## src/rtl/if_align_buffer.sv

```systemverilog
// Instruction-fetch alignment buffer: turns word fetches into a stream of
// 16/32-bit RISC-V instructions, handling misaligned 32-bit encodings and redirects.
module if_align_buffer #(
    parameter logic [31:0] RESET_PC = 32'h0000_0000
) (
    input  logic        clk,
    input  logic        reset_n,
    input  logic        redirect_i,
    input  logic [31:0] redirect_pc_i,
    output logic        fetch_req_o,
    output logic [31:0] fetch_addr_o,
    input  logic        fetch_rvalid_i,
    input  logic [31:0] fetch_rdata_i,
    output logic        inst_valid_o,
    input  logic        inst_ready_i,
    output logic [31:0] inst_o,
    output logic [31:0] inst_pc_o,
    output logic        inst_compressed_o
);

    // Handshake: an instruction transfers on a rising edge where
    // inst_valid_o && inst_ready_i; while valid && !ready, all inst_* hold.

    logic [15:0] hb_q [3];
    logic [15:0] hb_d [3];
    logic [1:0]  count_q, count_d;
    logic [31:0] pc_q, pc_d;
    logic [31:0] faddr_q, faddr_d;
    logic        skip_q, skip_d;
    logic        outst_q, outst_d;
    logic        drop_q, drop_d;

    logic        head_32;
    logic [1:0]  head_len;
    logic        pop;
    logic        resp;
    logic        append;
    logic [1:0]  pop_len;
    logic [1:0]  app_len;
    logic [1:0]  slot0;
    logic [1:0]  slot1;
    logic [2:0]  cnt_sum;
    logic [15:0] first_hw;

    assign head_32  = (hb_q[0][1:0] == 2'b11);
    assign head_len = head_32 ? 2'd2 : 2'd1;

    assign inst_valid_o      = !redirect_i && (count_q >= head_len);
    assign inst_o            = head_32 ? {hb_q[1], hb_q[0]} : {16'h0000, hb_q[0]};
    assign inst_compressed_o = !head_32;
    assign inst_pc_o         = pc_q;

    assign fetch_req_o  = reset_n && !outst_q && !drop_q && !redirect_i &&
                          !fetch_rvalid_i && (count_q <= 2'd1);
    assign fetch_addr_o = faddr_q;

    // A response belongs to us only if we are waiting for one; stale data
    // arriving with neither flag set (e.g. after reset) is ignored.
    assign resp     = fetch_rvalid_i && (outst_q || drop_q);
    assign append   = resp && !drop_q;
    assign pop      = inst_valid_o && inst_ready_i;
    assign pop_len  = pop ? head_len : 2'd0;
    assign app_len  = append ? (skip_q ? 2'd1 : 2'd2) : 2'd0;
    assign slot0    = count_q - pop_len;
    assign slot1    = slot0 + 2'd1;
    assign cnt_sum  = {1'b0, count_q} - {1'b0, pop_len} + {1'b0, app_len};
    assign first_hw = skip_q ? fetch_rdata_i[31:16] : fetch_rdata_i[15:0];

    always_comb begin
        hb_d    = hb_q;
        count_d = cnt_sum[1:0];
        pc_d    = pc_q;
        faddr_d = faddr_q;
        skip_d  = skip_q;
        outst_d = outst_q;
        drop_d  = drop_q && !fetch_rvalid_i;

        case (pop_len)
            2'd1: begin
                hb_d[0] = hb_q[1];
                hb_d[1] = hb_q[2];
            end
            2'd2: hb_d[0] = hb_q[2];
            default: ;
        endcase

        for (int i = 0; i < 3; i++) begin
            if ((app_len != 2'd0) && (i[1:0] == slot0)) hb_d[i] = first_hw;
            if ((app_len == 2'd2) && (i[1:0] == slot1)) hb_d[i] = fetch_rdata_i[31:16];
        end

        if (pop) pc_d = pc_q + (head_32 ? 32'd4 : 32'd2);
        if (append) skip_d = 1'b0;

        if (fetch_req_o) begin
            faddr_d = faddr_q + 32'd4;
            outst_d = 1'b1;
        end else if (resp) begin
            outst_d = 1'b0;
        end

        // Redirect flushes everything; a fetch still in flight must be dropped.
        if (redirect_i) begin
            count_d = 2'd0;
            pc_d    = redirect_pc_i & 32'hFFFF_FFFE;
            faddr_d = redirect_pc_i & 32'hFFFF_FFFC;
            skip_d  = redirect_pc_i[1];
            outst_d = 1'b0;
            drop_d  = (outst_q || drop_q) && !fetch_rvalid_i;
        end
    end

    always_ff @(posedge clk or negedge reset_n) begin
        if (!reset_n) begin
            for (int i = 0; i < 3; i++) hb_q[i] <= 16'h0000;
            count_q <= 2'd0;
            pc_q    <= RESET_PC;
            faddr_q <= {RESET_PC[31:2], 2'b00};
            skip_q  <= RESET_PC[1];
            outst_q <= 1'b0;
            drop_q  <= 1'b0;
        end else begin
            for (int i = 0; i < 3; i++) hb_q[i] <= hb_d[i];
            count_q <= count_d;
            pc_q    <= pc_d;
            faddr_q <= faddr_d;
            skip_q  <= skip_d;
            outst_q <= outst_d;
            drop_q  <= drop_d;
        end
    end

    overflow_chk: assert property (@(posedge clk) disable iff (!reset_n)
        (redirect_i || cnt_sum <= 3'd3));

endmodule
```

## config.mk

```make
export PLATFORM = sky130hd
export DESIGN_NAME = if_align_buffer
export DESIGN_NICKNAME = d
export VERILOG_FILES = /design/src/rtl/if_align_buffer.sv
export SDC_FILE = /design/constraint.sdc
export NUM_CORES = 1
export LEC_CHECK = 0
export CORE_AREA = 10 10 128 130
export CTS_CLUSTER_DIAMETER = 40
export DETAILED_ROUTE_END_ITERATION = 10
export DIE_AREA = 0 0 138 140
export PLACE_DENSITY = 0.85
export SYNTH_ARGS = -nofsm -noshare
export SYNTH_HDL_FRONTEND = slang
export SYNTH_SLANG_ARGS = --single-unit
```

## constraint.sdc

```tcl
create_clock -name clk -period 7.1 [get_ports clk]
set_clock_uncertainty 0.15 [all_clocks]
set_input_delay 0.71 -clock clk [delete_from_list [all_inputs] [get_ports clk]]
set_output_delay 0.71 -clock clk [all_outputs]
set_load 0.03 [all_outputs]
```

# Word level (Yosys, flattened, before mapping)
# Cells that the tools add are included.
totals:
  register_bits: 117
  output_inout_bits: 99
  input_bits: 69
classes:
  n_mux: 26
  reduce_logical: 33
  addsub: 6
  eq_ne: 8
  magnitude_cmp: 2
op_table:
  columns: ["op", "n"]
  rows:
  - ["32-bit 2-to-1 mux", 5]
  - ["16-bit 2-to-1 mux", 8]
  - ["32-bit by 3-bit adder with 32-bit output", 1]
  - ["32-bit by 3-bit adder with 32-bit output (second input constant)", 1]
  - ["16-bit case mux with 2 select lines", 1]
  - ["1-bit logical AND", 17]
  - ["2-bit 2-to-1 mux", 5]
  - ["2-bit nonzero test", 5]
  - ["2-bit == test (second input constant)", 3]
  - ["1-bit 2-to-1 mux", 6]
  - ["3-bit nonzero test", 2]
  - ["1-bit zero test", 5]
  - ["1-bit by 2-bit == test with 1-bit output (first input constant)", 2]
  - ["2-bit == test (first input constant)", 2]
  - ["2-bit zero test", 2]
  - ["4-bit nonzero test", 1]
  - ["2-bit subtractor", 2]
  - ["3-bit 2-to-1 mux", 1]
  - ["2-bit by 1-bit adder with 2-bit output (second input constant)", 1]
  - ["2-bit adder", 1]
  - ["2-bit by 1-bit == test with 1-bit output (second input constant)", 1]
  - ["2-bit greater-or-equal comparator", 1]
  - ["2-bit by 1-bit <= comparator with 1-bit output (second input constant)", 1]
  - ["1-bit logical OR", 1]

# Logic depth before layout (Yosys ltp)
depth:
  ltp_word: 11
  mapped_depth: 16
  depth_no_buf: 13

# Worst setup path after synthesis
# OpenSTA, ideal clock, no wires.
synth_timing:
  path_kind: "reg2reg"
  start: "reg hb_q[32] (netlist bit)"
  end: "reg hb_q[35] (netlist bit)"
  setup_slack_ns: 2.332
  required_time_ns: 6.867
  setup_time_ns: 0.083
  synth_period_minus_slack_ns: 4.768
  path_stages_with_launch: 16
  arrival_ns: 4.535
  cell_sequence: "dfrtp_1 > nand2_1 > clkbuf_1 > buf_1 > ha_1 > or3b_2 > nand3_1 > nor2_1 > ha_1 > xor2_1 > buf_2 > nor2_1 > mux2i_1 > buf_2 > mux2_2 > o21ai_0"
synth_via:
  elab_chain_cells: 11
synth_lines:
  columns: ["item", "line_no", "rtl"]
  rows:
  - ["start: declaration", "24", "logic [15:0] hb_q [3];"]
  - ["2-bit == test (*)", "45", "assign head_32 = (hb_q[0][1:0] == 2'b11);"]
  - ["2-bit 2-to-1 mux (*)", "46", "assign head_len = head_32 ? 2'd2 : 2'd1;"]
  - ["2-bit greater-or-equal comparator", "48", "assign inst_valid_o = !redirect_i && (count_q >= head_len);"]
  - ["1-bit logical AND", "48", null]
  - ["1-bit logical AND", "61", "assign pop = inst_valid_o && inst_ready_i;"]
  - ["2-bit 2-to-1 mux (*)", "62", "assign pop_len = pop ? head_len : 2'd0;"]
  - ["2-bit subtractor", "64", "assign slot0 = count_q - pop_len;"]
  - ["2-bit by 1-bit adder with 2-bit output or 2-bit zero test (tied branches)", "65, 88", null]
  - ["2-bit zero test or 1-bit logical AND (tied branches)", "89, 88", null]
  - ["1-bit logical AND or 16-bit 2-to-1 mux (tied branches)", "89, 88", null]
  - ["4-bit nonzero test (no source line) or 16-bit 2-to-1 mux (tied branches)", null, null]
# Every way passes the cells marked *; elsewhere a longest branch is shown, timed or not.
# A chain may end at the register's enable or synchronous reset.

# Worst setup path after layout
layout_timing:
  start: "reg hb_q[33] (netlist bit)"
  end: "reg hb_q[24] (netlist bit)"
layout_via:
  elab_chain_cells: 11
layout_lines:
  columns: ["item", "line_no"]
  rows:
  - ["2-bit == test (*)", "45"]
  - ["2-bit 2-to-1 mux (*)", "46"]
  - ["2-bit greater-or-equal comparator", "48"]
  - ["1-bit logical AND", "48"]
  - ["1-bit logical AND", "61"]
  - ["2-bit 2-to-1 mux (*)", "62"]
  - ["2-bit subtractor", "64"]
  - ["2-bit by 1-bit adder with 2-bit output or 1-bit by 2-bit == test with 1-bit output (tied branches)", "65, 88"]
  - ["1-bit by 2-bit == test with 1-bit output or 1-bit logical AND (tied branches)", "89, 88"]
  - ["1-bit logical AND or 16-bit 2-to-1 mux (tied branches)", "89, 88"]
  - ["3-bit nonzero test (no source line) or 16-bit 2-to-1 mux (tied branches)", null]
# Marked as above.

==> reports/qor.yml <==
yosys:
  async_flop_share_pct: 100.0
  synth_area_leader_cell: "dfrtp_1"
  syn_avg_cell_area_sq_um: 9.020
  synthesis.area_sq_um: 7415
  synth_area_leaders: "dfrtp_1 38%, nor3_1 5.1%, mux2i_1 4.7%"
  muxShareOfSynthArea_pct: 9.129
  synthAdderAreaFrac_pct: 1.620
  synth_xor_area_share_pct: 4.016
  synth_top_area_share_pct: 38.47
  yosys_warnings: 0
  syn-instance-count: 822
  yosys.area_share.simple_pct: 21.67
  synth_edf_count: 0
  synth-seq-cells: 114
  ys_seq_area_share_pct: 38.47
  ys_types: 60
  synth_compound_area_share_pct: 17.80
  synth_top_family_by_area: "simple AND/OR/NAND/NOR gates"
  ys.flop_type: "dfrtp_1"
power_and_ir_drop:
  cellLeakagePower_nw: 3.789
  pwr-share-clk_pct: 25.7
  seqPwrFrac_pct: 31.6
  p_sw_mw: 1.213
  power_frac_comb_pct: 42.7
  max-vdd-ir-drop_uv: 214.7
  swShare_pct: 40.72
  power.density_nw_per_um2: 311.7
  p_int_mw: 1.767
worst_setup_path:
  critPathKind: "flop to flop"
  cpPeakStageDelay_ps: 930
  cp_data_required_time_ps: 7200
  critical_path.top_delay_family: "simple AND/OR/NAND/NOR gates"
  cp_slowest_cell: "or2_1"
  crit_path_start_kind: "flop"
  crit_chain: "nand2_1, ha_1, or3b_2, nand3_1, nor2_1, ha_1, xor2_1, buf_4, or2_1, nor3_1, nor3_1, o221ai_1"
  cp.buffers_inverters: 1
  crit_arrival_ps: 5280
  crit_path_end_kind: "flop"
  crit_fanout: 32
timing:
  setup_viol: 0
  hold_violations: 0
  min_period_over_period_pct: 72.91
  slew_headroom_pct: 12.68
  setup_tns_ps: 0
  worst_slack_ps: 1923
  rsz0062_at_grt: "no"
  fin_crit_ps: 5177
  fmax_mhz: 193.2
  tightest_slew_ps: 1303
  finalMaxSlewViolations: 0
final_layout:
  fin_nets: 1020
  layout.cells.non_filler: 1135
  fillers: 1076
  drive_gt1_share_pct: 9.434
  syn2layout_area_growth_pct: 28.94
  mostFrequentLayoutCell: "clkdlybuf4s50_1"
  mostFrequentLayoutCells: "161 x clkdlybuf4s50_1, 114 x dfrtp_1, 72 x nor3_1, 55 x nand2_1, 47 x nand3_1"
detailed_routing:
  dr.first_iter.drc_count: 880
  routed_wl_um: 24730
  vias: 7560
  via_per_inst: 6.661
  wl_per_cell_um: 21.79
  drc: 0
  route.antenna.remaining_nets: 0
  dr.pass1.iters: 5
global_routing:
  antenna_found_initial: 1
  gr-usage-all-layers_pct: 24.35
  grt_pass1_vias: 7441
  grt_pass1_wl_um: 39350
  grt-ovfl-total: 0
  grt_start_max_net_pins: 66
clocking:
  clock-sinks: 114
  cts_hold_buf: 0
  clkLatencyLatePin_ps: 420
  clk_pin_slew_ps: 50
  cts_setup_buffers: 0
  cts.repair.resized: 0
  clockBufferDepth: 2
  cts_root_buffer: "clkbuf_16"
  cts_tree: "built"
  cts_buffers: 17
  cts_max_level: 4
flow_run:
  cap_violations: 0
floorplanning:
  core_sq_um: 13770
  die_y_um: 140
  dieArea_sq_um: 19320
  row_count: 43
  io_pins: 168
  initial_core_util_pct: 53.83
  fp.dieW_um: 138
placed_design:
  port_buffers: 163
  gp_congestion: 0.8916
  dp_slack_ps: 1714
  numPlacedInstances: 1103
  hpwl_um: 16680
status:
  outcome: "finished clean"
min_path:
  hp-class: "primary input to async pin"
-- path summary, 6_finish.rpt --
path                            slack, ps  cells after the start         endpoint      from
worst max-delay path                 1920                     12         hb_q[24]  hb_q[33]
min in group clk                      340                      2         hb_q[34]  hb_q[34]
worst min register to register        340                      2         hb_q[34]  hb_q[34]
max in group asynchronous            5340                      2         hb_q[47]   reset_n
worst max register to register       1920                     12         hb_q[24]  hb_q[33]
worst min-delay path                  260                      1  fetch_addr_o[8]   reset_n
-- routing by layer --
| metal | GRT usage (%) | share of wire [%] | vias up |
|---|---|---|---|
| met2 | 38.40 | 46 | 480 |
| met1 | 30.46 | 40 | 3634 |
| li1 | - | - | 3355 |
| met4 | 11.60 | 4.2 | 0 |
| met5 | 0 | 0 | - |
| met3 | 6.288 | 9.7 | 91 |
-- cell type report --
cell class,count,area (sq um),share of cell area (%)
Inverter,37,141.4,1.479
Sequential cell,114,2853,29.84
Timing Repair Buffer,179,1744,18.24
Clock inverter,6,30.03,0.3141
Antenna cell,1,2.502,0.02617
Tap cell,180,225.2,2.356
Multi-Input combinational cell,593,4069,42.56
Clock buffer,25,495.5,5.183
-- logic make-up after synthesis --
group / count (synthesis)
XOR/XNOR: 34
buffers and inverters: 117
AND/OR/NAND/NOR: 311
flip-flops: 114
AO/OA/AOI/OAI: 172
multiplexers: 64
adder cells (fa/ha/maj): 9
other: 1
-- power groups by stage --
stage | registers (mW) | clock network (mW) | logic, mW
floorplan | 0.990 | 0 | 0.785
global placement | 0.939 | 0 | 1.23
finish | 0.941 | 0.765 | 1.27
CTS | 0.936 | 0.764 | 1.26
global route | 0.958 | 0.795 | 1.36
detailed placement | 0.943 | 0 | 1.25
-- registers in the layout, indices dropped and copies added, names as in the netlist --
register      cells
skip_q            1
fetch_addr_o     30
hb_q             48
inst_pc_o        31
count_q           2
outst_q           1
drop_q            1
-- through the flow --
stage                     hold slack, ps  power (mW)  util, %  area (sq um)
final                              260.8       2.980    69.41          9560
after global routing               325.0       3.112    69.41          9560
after CTS                          285.0       2.956    69.40          9558
after detailed placement           334.3       2.193    65.58          9032
after global placement             327.6       2.165    65.58          9032
after floorplan                    264.4       1.775        -          7422
-- cells in the mapped netlist, drive strengths merged (8+ instances only) --
| master | instances |
|---|---|
| inv | 37 |
| nand3 | 48 |
| o311ai | 17 |
| nor2 | 43 |
| o211ai | 18 |
| ha | 8 |
| nand4 | 18 |
| mux2 | 29 |
| xnor2 | 22 |
| mux2i | 35 |
| nor4 | 28 |
| nor3 | 75 |
| xor2 | 12 |
| a21oi | 17 |
| dfrtp | 114 |
| a221o | 15 |
| buf | 34 |
| a41o | 17 |
| a32oi | 16 |
| clkbuf | 46 |
| and3 | 10 |
| nand2 | 55 |
| o21ai | 35 |
| o221ai | 16 |
Power figures use the tool's default switching activity.
